### config.mk
export PLATFORM = sky130hd
export DESIGN_NAME = perf_counter_unit_flat
export DESIGN_NICKNAME = d
export VERILOG_FILES = /design/src/rtl/perf_counter_unit_if.sv /design/src/rtl/perf_counter_unit.sv /design/src/flat_wrapper.sv
export SDC_FILE = /design/constraint.sdc
export NUM_CORES = 2
export LEC_CHECK = 0
export BUFFER_PORTS_ARGS = -buffer_cell sky130_fd_sc_hd__buf_4
export CORE_ASPECT_RATIO = 2
export CORE_UTILIZATION = 35
export DETAILED_ROUTE_END_ITERATION = 10
export GPL_TIMING_DRIVEN = 0
export MAX_ROUTING_LAYER = met4
export SLEW_MARGIN = 20
export SYNTH_ARGS = -nofsm -noshare
export SYNTH_HDL_FRONTEND = slang
export SYNTH_SLANG_ARGS = --single-unit
### constraint.sdc
create_clock -name clk -period 20.8 [get_ports clk]
set_input_delay 2.08 -clock clk [delete_from_list [all_inputs] [get_ports clk]]
set_output_delay 2.08 -clock clk [all_outputs]
set_load 0.005 [all_outputs]
### src/rtl/perf_counter_unit_if.sv
// Register bus between the top-level address decoder (master) and the
// performance counter unit (slave).
`timescale 1ns/1ps
interface perf_counter_unit_if #(
  parameter int W = 32
);
  logic [3:0]   Adr;
  logic         RdEn;
  logic         WrEn;
  logic [W-1:0] WriteData;
  logic [W-1:0] ReadData;
  logic         ReadValid;

  modport master (output Adr, RdEn, WrEn, WriteData, input  ReadData, ReadValid);
  modport slave  (input  Adr, RdEn, WrEn, WriteData, output ReadData, ReadValid);
endinterface

### src/rtl/perf_counter_unit.sv
// Memory-mapped pipeline performance counters for the LEG core.
// Optional macro PERFCNT_SNAPSHOT_EN adds a shadow bank read at offsets 2-13.
`timescale 1ns/1ps
module perf_counter_unit #(
  parameter int W        = 32,
  parameter bit EN_RESET = 1'b1
) (
  input  logic        clk,
  input  logic        reset,
  input  logic [31:0] InstrE,
  input  logic        BranchE,
  input  logic        BranchTakenE,
  input  logic        StallE,
  input  logic        IStall,
  input  logic        DStall,
  input  logic        ldrStallD,
  input  logic        FlushD,
  input  logic        FlushE,
  input  logic        PCSrcW,
  perf_counter_unit_if.slave bus
);

  localparam int NCNT = 12;

  // Counter index = register offset - 2.
  localparam int IDX_CYCLES      = 0;
  localparam int IDX_INSTR       = 1;
  localparam int IDX_BRANCH      = 2;
  localparam int IDX_BRTAKEN     = 3;
  localparam int IDX_ISTALL_EV   = 4;
  localparam int IDX_DSTALL_EV   = 5;
  localparam int IDX_DSTALL_CYC  = 6;
  localparam int IDX_LDRSTALL_EV = 7;
  localparam int IDX_FLUSHD_CYC  = 8;
  localparam int IDX_FLUSHE_CYC  = 9;
  localparam int IDX_WASTED_CYC  = 10;
  localparam int IDX_PCSRC_EV    = 11;

  localparam logic [3:0] ADR_CTRL = 4'd0;
  localparam logic [3:0] ADR_OVF  = 4'd1;

  logic [W-1:0]    r_cnt [NCNT];
  logic [NCNT-1:0] r_ovf;
  logic            r_en;
  logic [31:0]     r_prev_instr;
  logic            r_istall_q;
  logic            r_dstall_q;
  logic            r_ldr_q;
  logic            r_pcsrc_q;
  logic [W-1:0]    r_rdata;
  logic            r_rvalid;

  logic            w_new_instr;
  logic            w_wr_ctrl;
  logic            w_clr;
  logic [NCNT-1:0] w_inc;
  logic [NCNT-1:0] w_bump;
  logic [NCNT-1:0] w_cnt_wr;
  logic [NCNT-1:0] w_wrap;
  logic [NCNT-1:0] w_ovf_nxt;
  logic [W-1:0]    w_rd_src [NCNT];
  logic [W-1:0]    w_rd_mux;

  assign w_new_instr = (InstrE != r_prev_instr) && (InstrE != '0);
  assign w_wr_ctrl   = bus.WrEn && (bus.Adr == ADR_CTRL);
  assign w_clr       = w_wr_ctrl && bus.WriteData[1];

  // NOTE: every signal written in always_comb gets a default first, so no path
  // through the block can leave it unassigned and infer a latch.
  always_comb begin
    w_inc                  = '0;
    w_inc[IDX_CYCLES]      = 1'b1;
    w_inc[IDX_INSTR]       = w_new_instr;
    w_inc[IDX_BRANCH]      = w_new_instr && BranchE;
    w_inc[IDX_BRTAKEN]     = w_new_instr && BranchTakenE;
    w_inc[IDX_ISTALL_EV]   = IStall && !r_istall_q;
    w_inc[IDX_DSTALL_EV]   = DStall && !r_dstall_q;
    w_inc[IDX_DSTALL_CYC]  = DStall;
    w_inc[IDX_LDRSTALL_EV] = ldrStallD && !r_ldr_q;
    w_inc[IDX_FLUSHD_CYC]  = FlushD;
    w_inc[IDX_FLUSHE_CYC]  = FlushE;
    w_inc[IDX_WASTED_CYC]  = (InstrE == '0) || StallE;
    w_inc[IDX_PCSRC_EV]    = PCSrcW && !r_pcsrc_q;
  end

  assign w_bump = r_en ? w_inc : '0;

  // A software write to a counter beats a same-cycle increment, so it cannot wrap.
  always_comb begin
    w_cnt_wr = '0;
    w_wrap   = '0;
    for (int k = 0; k < NCNT; k++) begin
      w_cnt_wr[k] = bus.WrEn && (bus.Adr == 4'(k + 2));
      w_wrap[k]   = w_bump[k] && !w_cnt_wr[k] && (&r_cnt[k]);
    end
  end

  // A wrap in the same cycle as a write-1-to-clear keeps its flag set.
  always_comb begin
    w_ovf_nxt = r_ovf;
    if (bus.WrEn && (bus.Adr == ADR_OVF)) begin
      w_ovf_nxt = w_ovf_nxt & ~bus.WriteData[NCNT-1:0];
    end
    w_ovf_nxt = w_ovf_nxt | w_wrap;
  end

  // NOTE: the counter bank is built from flops rather than a RAM, so it takes
  // the asynchronous reset like every other register here.
  always_ff @(posedge clk or posedge reset) begin
    if (reset) begin
      for (int k = 0; k < NCNT; k++) r_cnt[k] <= '0;
    end else begin
      for (int k = 0; k < NCNT; k++) begin
        if (w_clr)            r_cnt[k] <= '0;
        else if (w_cnt_wr[k]) r_cnt[k] <= bus.WriteData;
        else if (w_bump[k])   r_cnt[k] <= r_cnt[k] + W'(1);
      end
    end
  end

  // NOTE: sequential state uses non-blocking assignments so every register
  // samples pre-edge values regardless of statement order.
  always_ff @(posedge clk or posedge reset) begin
    if (reset) begin
      r_ovf        <= '0;
      r_en         <= EN_RESET;
      r_prev_instr <= '0;
      r_istall_q   <= 1'b0;
      r_dstall_q   <= 1'b0;
      r_ldr_q      <= 1'b0;
      r_pcsrc_q    <= 1'b0;
    end else begin
      r_ovf        <= w_clr ? '0 : w_ovf_nxt;
      if (w_wr_ctrl) r_en <= bus.WriteData[0];
      r_prev_instr <= InstrE;
      r_istall_q   <= IStall;
      r_dstall_q   <= DStall;
      r_ldr_q      <= ldrStallD;
      r_pcsrc_q    <= PCSrcW;
    end
  end

`ifdef PERFCNT_SNAPSHOT_EN
  logic [W-1:0] r_shadow [NCNT];
  logic         w_snap;

  assign w_snap = w_wr_ctrl && bus.WriteData[2];

  always_ff @(posedge clk or posedge reset) begin
    if (reset) begin
      for (int k = 0; k < NCNT; k++) r_shadow[k] <= '0;
    end else if (w_clr) begin
      for (int k = 0; k < NCNT; k++) r_shadow[k] <= '0;
    end else if (w_snap) begin
      for (int k = 0; k < NCNT; k++) r_shadow[k] <= r_cnt[k];
    end
  end

  always_comb begin
    for (int k = 0; k < NCNT; k++) w_rd_src[k] = r_shadow[k];
  end
`else
  always_comb begin
    for (int k = 0; k < NCNT; k++) w_rd_src[k] = r_cnt[k];
  end
`endif

  // Reads see pre-edge state, so a same-cycle write to the offset is not visible yet.
  always_comb begin
    w_rd_mux = '0;
    if (bus.Adr == ADR_CTRL) begin
      w_rd_mux[0] = r_en;
    end else if (bus.Adr == ADR_OVF) begin
      w_rd_mux[NCNT-1:0] = r_ovf;
    end else begin
      for (int k = 0; k < NCNT; k++) begin
        if (bus.Adr == 4'(k + 2)) w_rd_mux = w_rd_src[k];
      end
    end
  end

  always_ff @(posedge clk or posedge reset) begin
    if (reset) begin
      r_rdata  <= '0;
      r_rvalid <= 1'b0;
    end else begin
      r_rvalid <= bus.RdEn;
      if (bus.RdEn) r_rdata <= w_rd_mux;
    end
  end

  assign bus.ReadData  = r_rdata;
  assign bus.ReadValid = r_rvalid;

endmodule
### src/flat_wrapper.sv
// flat-port wrapper written by rule: the top's interface ports become plain ports
module perf_counter_unit_flat 
#(
  parameter int W        = 32,
  parameter bit EN_RESET = 1'b1
)
  (clk, reset, InstrE, BranchE, BranchTakenE, StallE, IStall, DStall, ldrStallD, FlushD, FlushE, PCSrcW, bus_Adr, bus_RdEn, bus_WrEn, bus_WriteData, bus_ReadData, bus_ReadValid);
  perf_counter_unit_if #(.W(W)) bus_i ();
  input  logic clk;
  input  logic reset;
  input  logic [31:0] InstrE;
  input  logic BranchE;
  input  logic BranchTakenE;
  input  logic StallE;
  input  logic IStall;
  input  logic DStall;
  input  logic ldrStallD;
  input  logic FlushD;
  input  logic FlushE;
  input  logic PCSrcW;
  input wire logic [$bits(bus_i.Adr)-1:0] bus_Adr;
  input wire logic [$bits(bus_i.RdEn)-1:0] bus_RdEn;
  input wire logic [$bits(bus_i.WrEn)-1:0] bus_WrEn;
  input wire logic [$bits(bus_i.WriteData)-1:0] bus_WriteData;
  output wire logic [$bits(bus_i.ReadData)-1:0] bus_ReadData;
  output wire logic [$bits(bus_i.ReadValid)-1:0] bus_ReadValid;
  assign bus_i.Adr = bus_Adr;
  assign bus_i.RdEn = bus_RdEn;
  assign bus_i.WrEn = bus_WrEn;
  assign bus_i.WriteData = bus_WriteData;
  assign bus_ReadData = bus_i.ReadData;
  assign bus_ReadValid = bus_i.ReadValid;
  perf_counter_unit #(.W(W), .EN_RESET(EN_RESET)) u_core (.clk(clk), .reset(reset), .InstrE(InstrE), .BranchE(BranchE), .BranchTakenE(BranchTakenE), .StallE(StallE), .IStall(IStall), .DStall(DStall), .ldrStallD(ldrStallD), .FlushD(FlushD), .FlushE(FlushE), .PCSrcW(PCSrcW), .bus(bus_i));
endmodule
==> metrics <==
status finished clean; Initial Util 35.3%; initial antenna violation count 21; DR vias 29.9k; hold_buf cts 0; Seq/Total Area, Yosys 40.6%; top cells by area, synth dfrtp_1, xnor2_1, xor2_1; first drt pass iteration count 6; synthesized area per cell 8.69 um2; Startpoint Class input port; post-detail-place hpwl 129000 um; post_cts resized 0; Critical Path Stages 9; DRC errors left 0; Buf/Inv on CP 3; Yosys cell types 90; clk root buf clkbuf_16; overall routing resource usage 42.4%; final std cells w/o fill 4605; gpl congestion 1.11; Port Buffers 112; CTS buffer count 47; min cycle time layout 5.07 ns; area leader, netlist dfrtp_1; clk_lat worst skew 0.67 ns; Leakage 12.7 nW; Worst-path clk slew 0.07 ns; post-route ant nets 0; worst-path fanout max 10; CP cell instances buf_4 > nor2b_1 > clkbuf_1 > buf_2 > nand2_1 > o22ai_1 > o31ai_1 > o2111ai_1 > o21ai_0; Vias per Instance 6.49; reg2reg path depth 8; net count of the mapped netlist 3400; Slowest-stage cell, CP o22ai_1; # rows 148; most frequent cells in the layout dfrtp_1, o21ai_0, a21oi_1; CP max stage delay 0.82 ns; first-pass GRT wire length 235000 um; total design power 3.55 mW; CTS HTree Levels 2; synth-to-layout area growth 15.4%; Syn Inst Count 3307; Slew Limit Fails 0; commonest non-fill, non-tap cell in the layout dfrtp_1; Hold Crit Depth 2; Tcrit/Tclk final 24.4%; FMAX 0.197 GHz; chip height 407 um; die width 205 um; crit end category flip-flop; area share of the largest cell type after synthesis 40.5%; Iteration-0 DRC Markers 3125; clk sinks 466; Main synth FF type dfrtp_1; wire length per cell 37.1 um; TritonCTS clock tree yes; setup violators final 0; nets@finish 3579; peak supply drop 69.5 uV; largest net degree at the start of global routing 98; CTS Buffer Depth 3; slew margin rel. 13.0%; PwrDens 107 mW/mm2; Post-synth ARST share 100%; synth warn 0; Ports 114; Critical Path AT 5.59 ns; Worst EP required 21.33 ns; kind of critical path in -> reg; unrepaired setup endpoints after global routing false; flops & latches, synth 466; fraction of layout instances using a drive strength above 1 11.8%; Fin. Hold Viols 0; number of setup buffers added after CTS 0; delay-heaviest family, CP compound AO/OA/AOI/OAI gates; Setup Skew 0.0215 ns; max-cap violations 0; final wirelength 171000 um; global route overflow 0; Post-synth EDFFs 0; number of global-route vias before repair 29.0k; Hold Path Class reg -> reg; Core ar. 0.0813 mm2; Slew @ Worst Pin 1.29 ns; synthesized area 0.0287 mm2; Die ar. 0.0833 mm2; placed cell count 4485
## metal layers
metal  track usage [%]  up-vias  routed length [um]
met2              67.1     1882               81300
met1              41.0    14800               54600
met4              43.7        0               22400
met3              9.73      859               12500
li1                  -    12400                   -
met5                 -        -                   0
## cell type report
cell class	instances	area (um2)
Tap cell	1050	1310
Fill cell	8306	48100
Inverter	38	150
Sequential cell	466	11700
Clock inverter	25	330
Clock buffer	61	1360
Timing Repair Buffer	130	1240
Antenna cell	32	80.1
Multi-Input combinational cell	2545	15800
Buffer	258	1180
## flip-flops by register name, summed over array words and instances (netlist names)
register and count:
u_core.r_istall_q 1, u_core.r_ldr_q 1, u_core.r_en 1, u_core.r_ovf 12
u_core.r_cnt 384, u_core.r_prev_instr 32, u_core.r_dstall_q 1, u_core.bus.ReadData 32
u_core.bus.ReadValid 1, u_core.r_pcsrc_q 1
## cells in the mapped netlist (all sizes together), types with 29 or more instances
cell type	count
a211oi	132
a21oi	302
a22oi	34
and3	64
and4	32
buf	93
clkbuf	165
dfrtp	465
inv	38
nand2	268
nand3	149
nand4	110
nor2	275
nor3	67
nor4	53
o21ai	327
o22ai	29
xnor2	202
xor2	189
## stage by stage
step / setup TNS (ns) / instance area (um2) / worst slack [ns] / hold WS, ns / utilization (%)
3_3_place_gp: -320.92 / 30900 / -0.824 / 0.465 / 38.0
6_report: 0 / 33200 / 15.73 / 0.489 / 40.8
3_5_place_dp: 0 / 31300 / 15.45 / 0.477 / 38.6
2_1_floorplan: 0 / 28700 / 5.73 / 0.470 / -
4_1_cts: 0 / 33000 / 16.09 / 0.493 / 40.6
5_1_grt: 0 / 33100 / 15.80 / 0.514 / 40.7
## logic make-up after synthesis
family          Yosys count  synth area share, %
compound gates          977                 20.5
xor+xnor                391                 11.9
fa+ha+maj                12                0.522
buf+inv                 296                 4.45
flops                   466                 40.6
mux                      53                 2.00
simple gates           1112                 20.0
## worst paths after layout
check / from / end / slack (ns)
worst max register to register: u_core.r_en / u_core.r_ovf[6] / 17.14
worst min-delay path: u_core.bus.ReadData[11] / u_core.bus.ReadData[11] / 0.49
worst max-delay path: bus_Adr[1] / u_core.bus.ReadData[0] / 15.73
min in group asynchronous: reset / u_core.r_cnt[42] / 1.35
max in group asynchronous: reset / u_core.r_cnt[315] / 17.72
worst min register to register: u_core.bus.ReadData[11] / u_core.bus.ReadData[11] / 0.49
## worst reg2reg max path, cell delays in order, from the launching register on
cell and delay (ns):
dfstp_2 0.52, buf_4 0.36, buf_4 0.38, nand3_1 0.25, nor2_1 0.39, nand2_1 0.21, nor3_1 0.43, nand4_1 0.68
a21oi_1 0.35
## where the power goes
part           switching [mW]  internal (mW)
Sequential              0.536           1.14
Combinational           0.515          0.375
Clock                   0.428          0.550
Total                    1.48           2.07
(Power assumes the default switching activity.)
